[config.mk]
export PLATFORM = sky130hd
export DESIGN_NAME = trace_capture
export DESIGN_NICKNAME = d
export VERILOG_FILES = /design/src/rtl/trace_pkg.sv /design/src/rtl/trace_ram.sv /design/src/rtl/trace_capture.sv
export SDC_FILE = /design/constraint.sdc
export NUM_CORES = 1
export LEC_CHECK = 0
export CAP_MARGIN = 10
export CELL_PAD_IN_SITES_DETAIL_PLACEMENT = 1
export CELL_PAD_IN_SITES_GLOBAL_PLACEMENT = 1
export CORE_ASPECT_RATIO = 0.6
export CORE_UTILIZATION = 45
export DETAILED_ROUTE_END_ITERATION = 8
export PLACE_DENSITY_LB_ADDON = 0.1
export SETUP_SLACK_MARGIN = 0.3
export SLEW_MARGIN = 10
export SYNTH_ARGS = -nofsm -noshare
export SYNTH_HDL_FRONTEND = slang
export SYNTH_HIERARCHICAL = 1
export SYNTH_SLANG_ARGS = --single-unit
[constraint.sdc]
create_clock -name clk -period 8.4 [get_ports clk]
set_clock_uncertainty 0.2 [all_clocks]
set_input_delay 0.84 -clock clk [delete_from_list [all_inputs] [get_ports clk]]
set_output_delay 0.84 -clock clk [all_outputs]
set_load 0.02 [all_outputs]
[src/rtl/trace_pkg.sv]
// Shared definitions for the execution-trace capture block: state encoding,
// entry-width helpers and the pointer/count width function.
// Build option: TRACE_TIMESTAMP_EN adds a timestamp field to every entry.
package trace_pkg;

   typedef enum logic [2:0] {
      ST_IDLE  = 3'd0,
      ST_ARMED = 3'd1,
      ST_POST  = 3'd2,
      ST_FETCH = 3'd3,
      ST_READ  = 3'd4
   } state_e;

`ifdef TRACE_TIMESTAMP_EN
   localparam bit TRACE_TS_ON = 1'b1;
`else
   localparam bit TRACE_TS_ON = 1'b0;
`endif

   // Bits needed to encode the values 0 .. value-1.
   function automatic int clog2(input int value);
      int result;
      int span;
      result = 32'sd0;
      span   = 32'sd1;
      while (span < value) begin
         span   = span * 32'sd2;
         result = result + 32'sd1;
      end
      return result;
   endfunction

   // Width of one stored trace entry: {pc, instr, acc[, ts]}.
   function automatic int entry_width(input int pc_w, input int data_w, input int ts_w);
      return pc_w + (32'sd2 * data_w) + ts_w;
   endfunction

   // Timestamp field width actually stored, zero when the option is off.
   function automatic int ts_field_width(input int ts_w);
      return TRACE_TS_ON ? ts_w : 32'sd0;
   endfunction

endpackage

[src/rtl/trace_ram.sv]
// Simple dual-port trace storage: one write port, one synchronous read port
// with a single cycle of latency. The read register holds its value until the
// next read is issued, so the readout stays stable while the consumer stalls.
module trace_ram
   import trace_pkg::*;
#(
   parameter int WIDTH = 22,
   parameter int DEPTH = 16,
   parameter int AW    = clog2(DEPTH)
) (
   input  logic             clk,
   input  logic             rst,
   input  logic             we,
   input  logic [AW-1:0]    waddr,
   input  logic [WIDTH-1:0] wdata,
   input  logic             re,
   input  logic [AW-1:0]    raddr,
   output logic [WIDTH-1:0] rdata
);

   logic [WIDTH-1:0] mem_r [DEPTH];
   logic [WIDTH-1:0] rdata_r;

   // Storage array write; contents are deliberately not reset.
   always_ff @(posedge clk) begin
      if (we) begin
         mem_r[waddr] <= wdata;
      end
   end

   // Registered read port; cleared on reset so the readout bus starts at zero.
   always_ff @(posedge clk) begin
      if (rst) begin
         rdata_r <= '0;
      end else if (re) begin
         rdata_r <= mem_r[raddr];
      end
   end

   assign rdata = rdata_r;

endmodule

[src/rtl/trace_capture.sv]
// Execution-trace buffer: records retire snapshots into a circular buffer,
// arranges the window around a PC-match trigger and replays it oldest-first
// over a valid/ready port.
// Build option: TRACE_TIMESTAMP_EN stores a free-running timestamp with each
// entry and adds the rd_ts port.
module trace_capture
   import trace_pkg::*;
#(
   parameter int PC_W   = 6,
   parameter int DATA_W = 8,
   parameter int DEPTH  = 16,
   parameter int POST   = 8,
   parameter int TS_W   = 16
) (
   input  logic                        clk,
   input  logic                        rst,
   input  logic                        arm,
   input  logic                        trig_en,
   input  logic [PC_W-1:0]             trig_pc,
   input  logic                        st_valid,
   input  logic [PC_W-1:0]             st_pc,
   input  logic [DATA_W-1:0]           st_instr,
   input  logic [DATA_W-1:0]           st_acc,
   output logic                        rd_valid,
   input  logic                        rd_ready,
   output logic [PC_W-1:0]             rd_pc,
   output logic [DATA_W-1:0]           rd_instr,
   output logic [DATA_W-1:0]           rd_acc,
`ifdef TRACE_TIMESTAMP_EN
   output logic [TS_W-1:0]             rd_ts,
`endif
   output logic                        busy,
   output logic                        done,
   output logic [clog2(DEPTH+1)-1:0]   count
);

   localparam int AW         = clog2(DEPTH);
   localparam int CNT_W      = clog2(DEPTH + 1);
   localparam int TS_FIELD_W = ts_field_width(TS_W);
   localparam int ENTRY_W    = entry_width(PC_W, DATA_W, TS_FIELD_W);

   localparam logic [AW-1:0]    PTR_ONE  = AW'(32'd1);
   localparam logic [AW-1:0]    POST_V   = AW'(POST);
   localparam logic [CNT_W-1:0] CNT_ONE  = CNT_W'(32'd1);
   localparam logic [CNT_W-1:0] CNT_FULL = CNT_W'(DEPTH);

   state_e             state_r, state_s;
   logic [AW-1:0]      wptr_r, wptr_s;
   logic [AW-1:0]      rptr_r, rptr_s;
   logic [CNT_W-1:0]   count_r, count_s;
   logic [AW-1:0]      post_cnt_r, post_cnt_s;
   logic               busy_r, done_r, rd_valid_r;

   logic               wr_en_s;
   logic               re_s;
   logic               trig_s;
   logic [AW-1:0]      wptr_inc_s;
   logic [CNT_W-1:0]   count_inc_s;
   logic [AW-1:0]      start_ptr_s;
   logic [ENTRY_W-1:0] wdata_s;
   logic [ENTRY_W-1:0] rdata_s;

`ifdef TRACE_TIMESTAMP_EN
   logic [TS_W-1:0]    ts_r;

   // Free-running timestamp, wraps naturally at 2^TS_W.
   always_ff @(posedge clk) begin
      if (rst) begin
         ts_r <= '0;
      end else begin
         ts_r <= ts_r + TS_W'(32'd1);
      end
   end

   assign wdata_s = {st_pc, st_instr, st_acc, ts_r};
   assign rd_ts   = rdata_s[TS_W-1:0];
`else
   assign wdata_s = {st_pc, st_instr, st_acc};
`endif

   // A retire that meets the trigger condition; only acted on while ARMED.
   assign trig_s = st_valid && (!trig_en || (st_pc == trig_pc));

   // Pointer/count values after a capture write, and the oldest entry they imply.
   assign wptr_inc_s  = wptr_r + PTR_ONE;
   assign count_inc_s = (count_r == CNT_FULL) ? count_r : (count_r + CNT_ONE);
   assign start_ptr_s = wptr_inc_s - count_inc_s[AW-1:0];

   // Next-state and datapath control for capture and readout.
   always_comb begin
      state_s    = state_r;
      wptr_s     = wptr_r;
      rptr_s     = rptr_r;
      count_s    = count_r;
      post_cnt_s = post_cnt_r;
      wr_en_s    = 1'b0;
      re_s       = 1'b0;
      case (state_r)
         ST_IDLE: begin
            if (arm) begin
               state_s = ST_ARMED;
               wptr_s  = '0;
               count_s = '0;
            end else begin
               state_s = ST_IDLE;
            end
         end
         ST_ARMED: begin
            if (st_valid) begin
               wr_en_s = 1'b1;
               wptr_s  = wptr_inc_s;
               count_s = count_inc_s;
               if (trig_s) begin
                  post_cnt_s = POST_V;
                  if (POST == 0) begin
                     state_s = ST_FETCH;
                     rptr_s  = start_ptr_s;
                  end else begin
                     state_s = ST_POST;
                  end
               end else begin
                  state_s = ST_ARMED;
               end
            end else begin
               state_s = ST_ARMED;
            end
         end
         ST_POST: begin
            if (st_valid) begin
               wr_en_s    = 1'b1;
               wptr_s     = wptr_inc_s;
               count_s    = count_inc_s;
               post_cnt_s = post_cnt_r - PTR_ONE;
               if (post_cnt_r == PTR_ONE) begin
                  state_s = ST_FETCH;
                  rptr_s  = start_ptr_s;
               end else begin
                  state_s = ST_POST;
               end
            end else begin
               state_s = ST_POST;
            end
         end
         ST_FETCH: begin
            re_s    = 1'b1;
            state_s = ST_READ;
         end
         ST_READ: begin
            if (rd_ready) begin
               rptr_s  = rptr_r + PTR_ONE;
               count_s = count_r - CNT_ONE;
               if (count_r == CNT_ONE) begin
                  state_s = ST_IDLE;
               end else begin
                  state_s = ST_FETCH;
               end
            end else begin
               state_s = ST_READ;
            end
         end
         default: begin
            state_s = ST_IDLE;
         end
      endcase
   end

   // State, pointers and registered status outputs.
   always_ff @(posedge clk) begin
      if (rst) begin
         state_r    <= ST_IDLE;
         wptr_r     <= '0;
         rptr_r     <= '0;
         count_r    <= '0;
         post_cnt_r <= '0;
         busy_r     <= 1'b0;
         done_r     <= 1'b0;
         rd_valid_r <= 1'b0;
      end else begin
         state_r    <= state_s;
         wptr_r     <= wptr_s;
         rptr_r     <= rptr_s;
         count_r    <= count_s;
         post_cnt_r <= post_cnt_s;
         busy_r     <= (state_s == ST_ARMED) || (state_s == ST_POST);
         done_r     <= (state_s == ST_FETCH) || (state_s == ST_READ);
         rd_valid_r <= (state_s == ST_READ);
      end
   end

   trace_ram #(
      .WIDTH (ENTRY_W),
      .DEPTH (DEPTH),
      .AW    (AW)
   ) u_ram (
      .clk   (clk),
      .rst   (rst),
      .we    (wr_en_s),
      .waddr (wptr_r),
      .wdata (wdata_s),
      .re    (re_s),
      .raddr (rptr_r),
      .rdata (rdata_s)
   );

   assign rd_pc    = rdata_s[ENTRY_W-1 -: PC_W];
   assign rd_instr = rdata_s[ENTRY_W-PC_W-1 -: DATA_W];
   assign rd_acc   = rdata_s[TS_FIELD_W +: DATA_W];
   assign rd_valid = rd_valid_r;
   assign busy     = busy_r;
   assign done     = done_r;
   assign count    = count_r;

endmodule

# --- After elaboration in Yosys (flattened, before gate mapping) ---
# Memory sizes are Yosys's and may differ from the RTL's. A register that Yosys moved wholly into a read port is not among the register bits.
# Cells that the tools add are included.
totals:
  regBits: 23
  mem_bits_rw: 352
  inputBits: 34
  output_inout_bits: 30
  wordCells: 81
  memories: 1
classes:
  n_addsub: 6
  n_eq_ne: 20
  muxes: 29
  reduce_logical: 16
mem_list:
  columns: ["memory", "words", "width", "read_ports", "rd_ports_with_merged_regs", "write_ports", "line_no", "rtl"]
  rows:
  - ["u_ram.mem_r", 16, 22, 1, 1, 1, "trace_ram.sv:21", "logic [WIDTH-1:0] mem_r [DEPTH];"]
op_table:
  columns: ["op", "n"]
  rows:
  - ["$mux W4", 8]
  - ["$pmux W4 S2", 3]
  - ["$mux W5", 4]
  - ["$pmux W3 S5", 1]
  - ["$pmux W5 S3", 1]
  - ["$ne A2 B2 Y1 const B", 7]
  - ["$eq A3 B2 Y1 const B", 4]
  - ["$reduce_and A4 Y1", 3]
  - ["$mux W3", 3]
  - ["$add A4 B1 Y4 const B", 2]
  - ["$mux W1", 7]
  - ["$eq A3 B1 Y1 const B", 2]
  - ["$eq A3 B3 Y1 const B", 2]
  - ["$eq A6 B6 Y1", 1]
  - ["$reduce_bool A2 Y1", 3]
  - ["$add A5 B1 Y5 const B", 1]
  - ["$eq A5 B1 Y1 const B", 1]
  - ["$eq A5 B5 Y1 const B", 1]
  - ["$reduce_and A5 Y1", 1]
  - ["$sub A5 B1 Y5 const B", 1]
  - ["$eq A4 B1 Y1 const B", 1]
  - ["$mux W2", 2]
  - ["$sub A4 B1 Y4 const B", 1]
  - ["$sub A4 B4 Y4", 1]
  - ["other kinds (8)", 10]

# --- Longest topological paths before layout ---
depth:
  depth_word: 8
  ltp_mapped: 10

# --- By module ---
# Netlist, hierarchy kept.
modules_own_cells:
  columns: ["mod", "n_inst", "cells_each", "area_each_um2", "seq_area_each_um2"]
  rows:
  - ["trace_ram", 1, 823, 14366.3, 11010.6]
  - ["trace_capture", 1, 190, 1614.0, 460.4]

# --- Worst setup path after synthesis ---
# Ideal clock, no wire load.
synth_timing:
  kind: "flip-flop to flip-flop"
  start: "reg state_r[1]"
  end: "mem u_ram.mem_r[0][0], enable pin"
  setup_time_ns: 0.429
  arrival_time_ns: 2.945
  required_time_ns: 7.771
  slack_ns: 4.826
  path_stages_with_launch: 8
  path_buffers: 1
  synth_period_minus_slack_ns: 3.574
  cell_sequence: "dfxtp_1 buf_4 xor2_1 and2b_1 nand2_1 clkinv_1 or3b_1 nor3_1"
synth_via:
  elab_chain_cells: 5
  elab_cells_between_ends: 6
  classes_between: "2 x eq/ne; 3 x mux; 1 x reduce/logical"
synth_rtl:
  columns: ["element", "line_no", "rtl"]
  rows:
  - ["start, declared", "trace_capture.sv:47", "state_e state_r, state_s;"]
  - ["start signal, assigned", "trace_capture.sv:179", "state_r <= state_s;"]
  - ["$eq A3 B2 Y1 or $eq A3 B1 Y1 (tied branches)", "trace_capture.sv:98", "case (state_r)"]
  - ["$reduce_or A2 Y1 (no line) *", null, null]
  - ["$mux W1 *", null, null]
  - ["named net wr_en_s", "trace_capture.sv:54", "logic wr_en_s;"]
  - ["$mux W1 *", "trace_ram.sv:26", "if (we) begin"]
  - ["$mux W1 (implied by the code) *", "trace_ram.sv:27", "mem_r[waddr] <= wdata;"]
  - ["end, declared", "trace_ram.sv:21", null]
# Mark *: on every way through the listed nets, which the timed path passes. The rest lies on a longest branch.

# --- Final worst setup path ---
layout_timing:
  start: "reg state_r[1]"
  end: "mem u_ram.mem_r[0][14], enable pin"
# The elaborated chain is that of the path after synthesis.

==> metrics.txt <==
r2r setup slk 4950 ps; VDD IR max around 0.00014 V; net count after synthesis 1,059; max cap viols 0; die width between 200 and 250 um; Skew-Pair Late Insertion Delay roughly 540 ps; most frequent cells after synthesis edfxtp_1 (352), mux2i_1 (180), nand3_1 (72); CP required 8390 ps; #FFs+latches synth about 400; Setup crit start kind register; setup TNS 0 ps; Register-to-Register Path Depth 7; RR Endpoint u_ram/mem_r[0][14]; cell accounting for the most synthesized area edfxtp_1; number of flops mapped to enable cells by yosys roughly 350; setup repair bufs after CTS 0; H-tree depth 2; Core Region 35,010 um2; Die ar. 36,290 um2; vias in the first global route 9,019; status complete, no violations; distinct cell type count of the synthesized netlist 59; Worst Setup EP u_ram/mem_r[0][14]; DR pass1 iterations 5; crit-path max FO 16; Hold WC Path Type reg2reg; Cell Chain, Critical Path xor2_1 > and2b_1 > nand2_1 > clkinv_1 > or3b_1 > nor3_2 > buf_4; sequential area share after synthesis 0.7178; Clk pin slew, worst setup/hold paths ~60 ps; relative slew slack 0.2981; Initial Utilization 0.4564; Worst Setup SP state_r[1]; Detail Placement HPWL 22,170 um; crit end category register; most frequent cell after synthesis edfxtp_1; critical path's slowest cell nor3_2; fin nets around 1,100; Area Growth Syn to Fin 14.59%; CTS tree built; top cell type's share of synthesized area 0.6614; Die Y 148.0 um; hold violation count in the final report 0; fin crit period 3453 ps; FP Rows 53; worst slew pin tran 1048 ps; share of layout cells above drive strength 1 0.09311; asr flop ratio synth 0; Final Cycle Share 0.4111; Worst Path Arrival 3450 ps; maximum buffer depth of the clock tree 3; CP Class reg2reg; CTS Buf Count 38; FF-to-FF Start state_r[1]; max incr delay on CP 630 ps; Resized Gates After CTS 0; Cell Area, Synth 15,980 um2; Post-route DRC 0; clock tree sinks 397; cts hold-fix bufs 0; io pins 64; DR WL/cell roughly 24 um; top cells by area, synth edfxtp_1 (66%), mux2i_1 (11%), dfxtp_1 (5.6%); quantity of I/O buffers inserted on ports 63; Top FF cell, synth edfxtp_1; Final setup viols 0; GR Util All Layers 0.2172; Routed Antenna Nets 0; RSZ-0062 raised after global routing no; PwrDens 217.5 nW/um2; post-DR vias/cell about 5.7; total power about 4 mW; global route total overflow 0; first-pass GRT wire length 57,940 um; max-slew violations 0; Vias 8,989; largest net degree at the start of global routing 109; DR iter-0 viols 567; Leak 5.692 nW; syn_area_per_cell 15.78 um2; Root Buffer clkbuf_16; antenna violations before repair 0; Fmax achieved 289.6 MHz; n_diodes 0; yosys warns 6; GPL Wtd Cong approximately 0.74; DRT Wirelength 38,520 um; Syn Inst Count 1,013
==> worst max-delay path, delay by kind of cell, from the launching register on <==
family	cells	cell delay (ps)
xor+xnor	1	220
buf+inv	2	600
flops	1	580
simple gates	4	1500
==> how the worst min path moves through the flow <==
stage	start	to	slack [ps]	cells past startpoint
detailed placement	u_ram/rdata[12]	u_ram/rdata[12]	240	2
floorplan	post_cnt_r[1]	post_cnt_r[1]	290	2
finish	u_ram/rdata[12]	u_ram/rdata[12]	250	2
global route	u_ram/rdata[17]	u_ram/rdata[17]	280	2
global placement	u_ram/rdata[15]	u_ram/rdata[15]	240	2
CTS	u_ram/rdata[12]	u_ram/rdata[12]	260	2
==> stage by stage <==
| step | util | hold slack (ps) | setup WS [ps] | cell area, um2 | instances |
|---|---|---|---|---|---|
| after floorplan | - | 290.6 | 4826 | 15980 | 1013 |
| after global placement | 0.4887 | 236.9 | 4580 | 17110 | 1515 |
| after detailed placement | 0.4887 | 242.9 | 4485 | 17110 | 1515 |
| after CTS | 0.5230 | 257.0 | 4932 | 18310 | 1584 |
| after global routing | 0.5230 | 284.8 | 4738 | 18310 | 1584 |
| final | 0.5230 | 253.5 | 4947 | 18310 | 1584 |
==> cell type report <==
type	count	area (um2)
inverters	14	52.55
fillers	3352	16700
multi-input cells	551	4185
flip-flops and latches	397	11470
clock inverters	12	115.1
well taps	467	584.3
repair buffers	86	815.8
clock buffers	57	1084
==> flip-flops by register name, summed over array words and instances (netlist names) <==
name,flops
state_r,3
post_cnt_r,4
rptr_r,4
done,1
count,5
wptr_r,4
busy,1
u_ram/mem_r,352
rd_valid,1
u_ram/rdata,22
==> routing by layer <==
metal	GRT usage	vias up	share of wire
li1	-	4077	-
met1	0.3337	4691	0.51
met2	0.3273	181	0.44
met3	0.03050	40	0.041
met4	0.04750	0	0.013
met5	0	-	0
==> cells in the final DEF, fill, tap and decap left out, drive strengths merged, types with 3 or more instances in the layout <==
master	count
clkdlybuf4s50	63
inv	14
o22ai	3
a21oi	39
clkinv	8
ha	11
or3	3
nor3b	4
xnor2	5
a22oi	68
nor2	34
nor2b	5
nand2	53
nand3b	7
clkbuf	57
dfxtp	45
mux2i	180
a211oi	5
nor3	7
edfxtp	352
buf	23
nand3	72
nand2b	4
xor2	11
o21ai	8
==> power breakdown <==
| part | switching, mW | total [mW] | internal [mW] | leakage, nW |
|---|---|---|---|---|
| clock | 0.714 | 1.67 | 0.956 | 0.579 |
| combinational | 0.0906 | 0.142 | 0.0510 | 1.58 |
| sequential | 0.0113 | 2.17 | 2.16 | 3.53 |
| total | 0.815 | 3.98 | 3.17 | 5.69 |
==> cell families (layout without fill, tap and decap cells) <==
group | count (synthesis) | after routing | synth area share
adder cells (fa/ha/maj) | 12 | 12 | 0.009865
flip-flops | 397 | 397 | 0.7178
buffers and inverters | 65 | 169 | 0.02678
AND/OR/NAND/NOR | 203 | 203 | 0.06342
AO/OA/AOI/OAI | 140 | 140 | 0.06060
XOR/XNOR | 16 | 16 | 0.008769
multiplexers | 180 | 180 | 0.1127
Power figures use the tool's default switching activity.
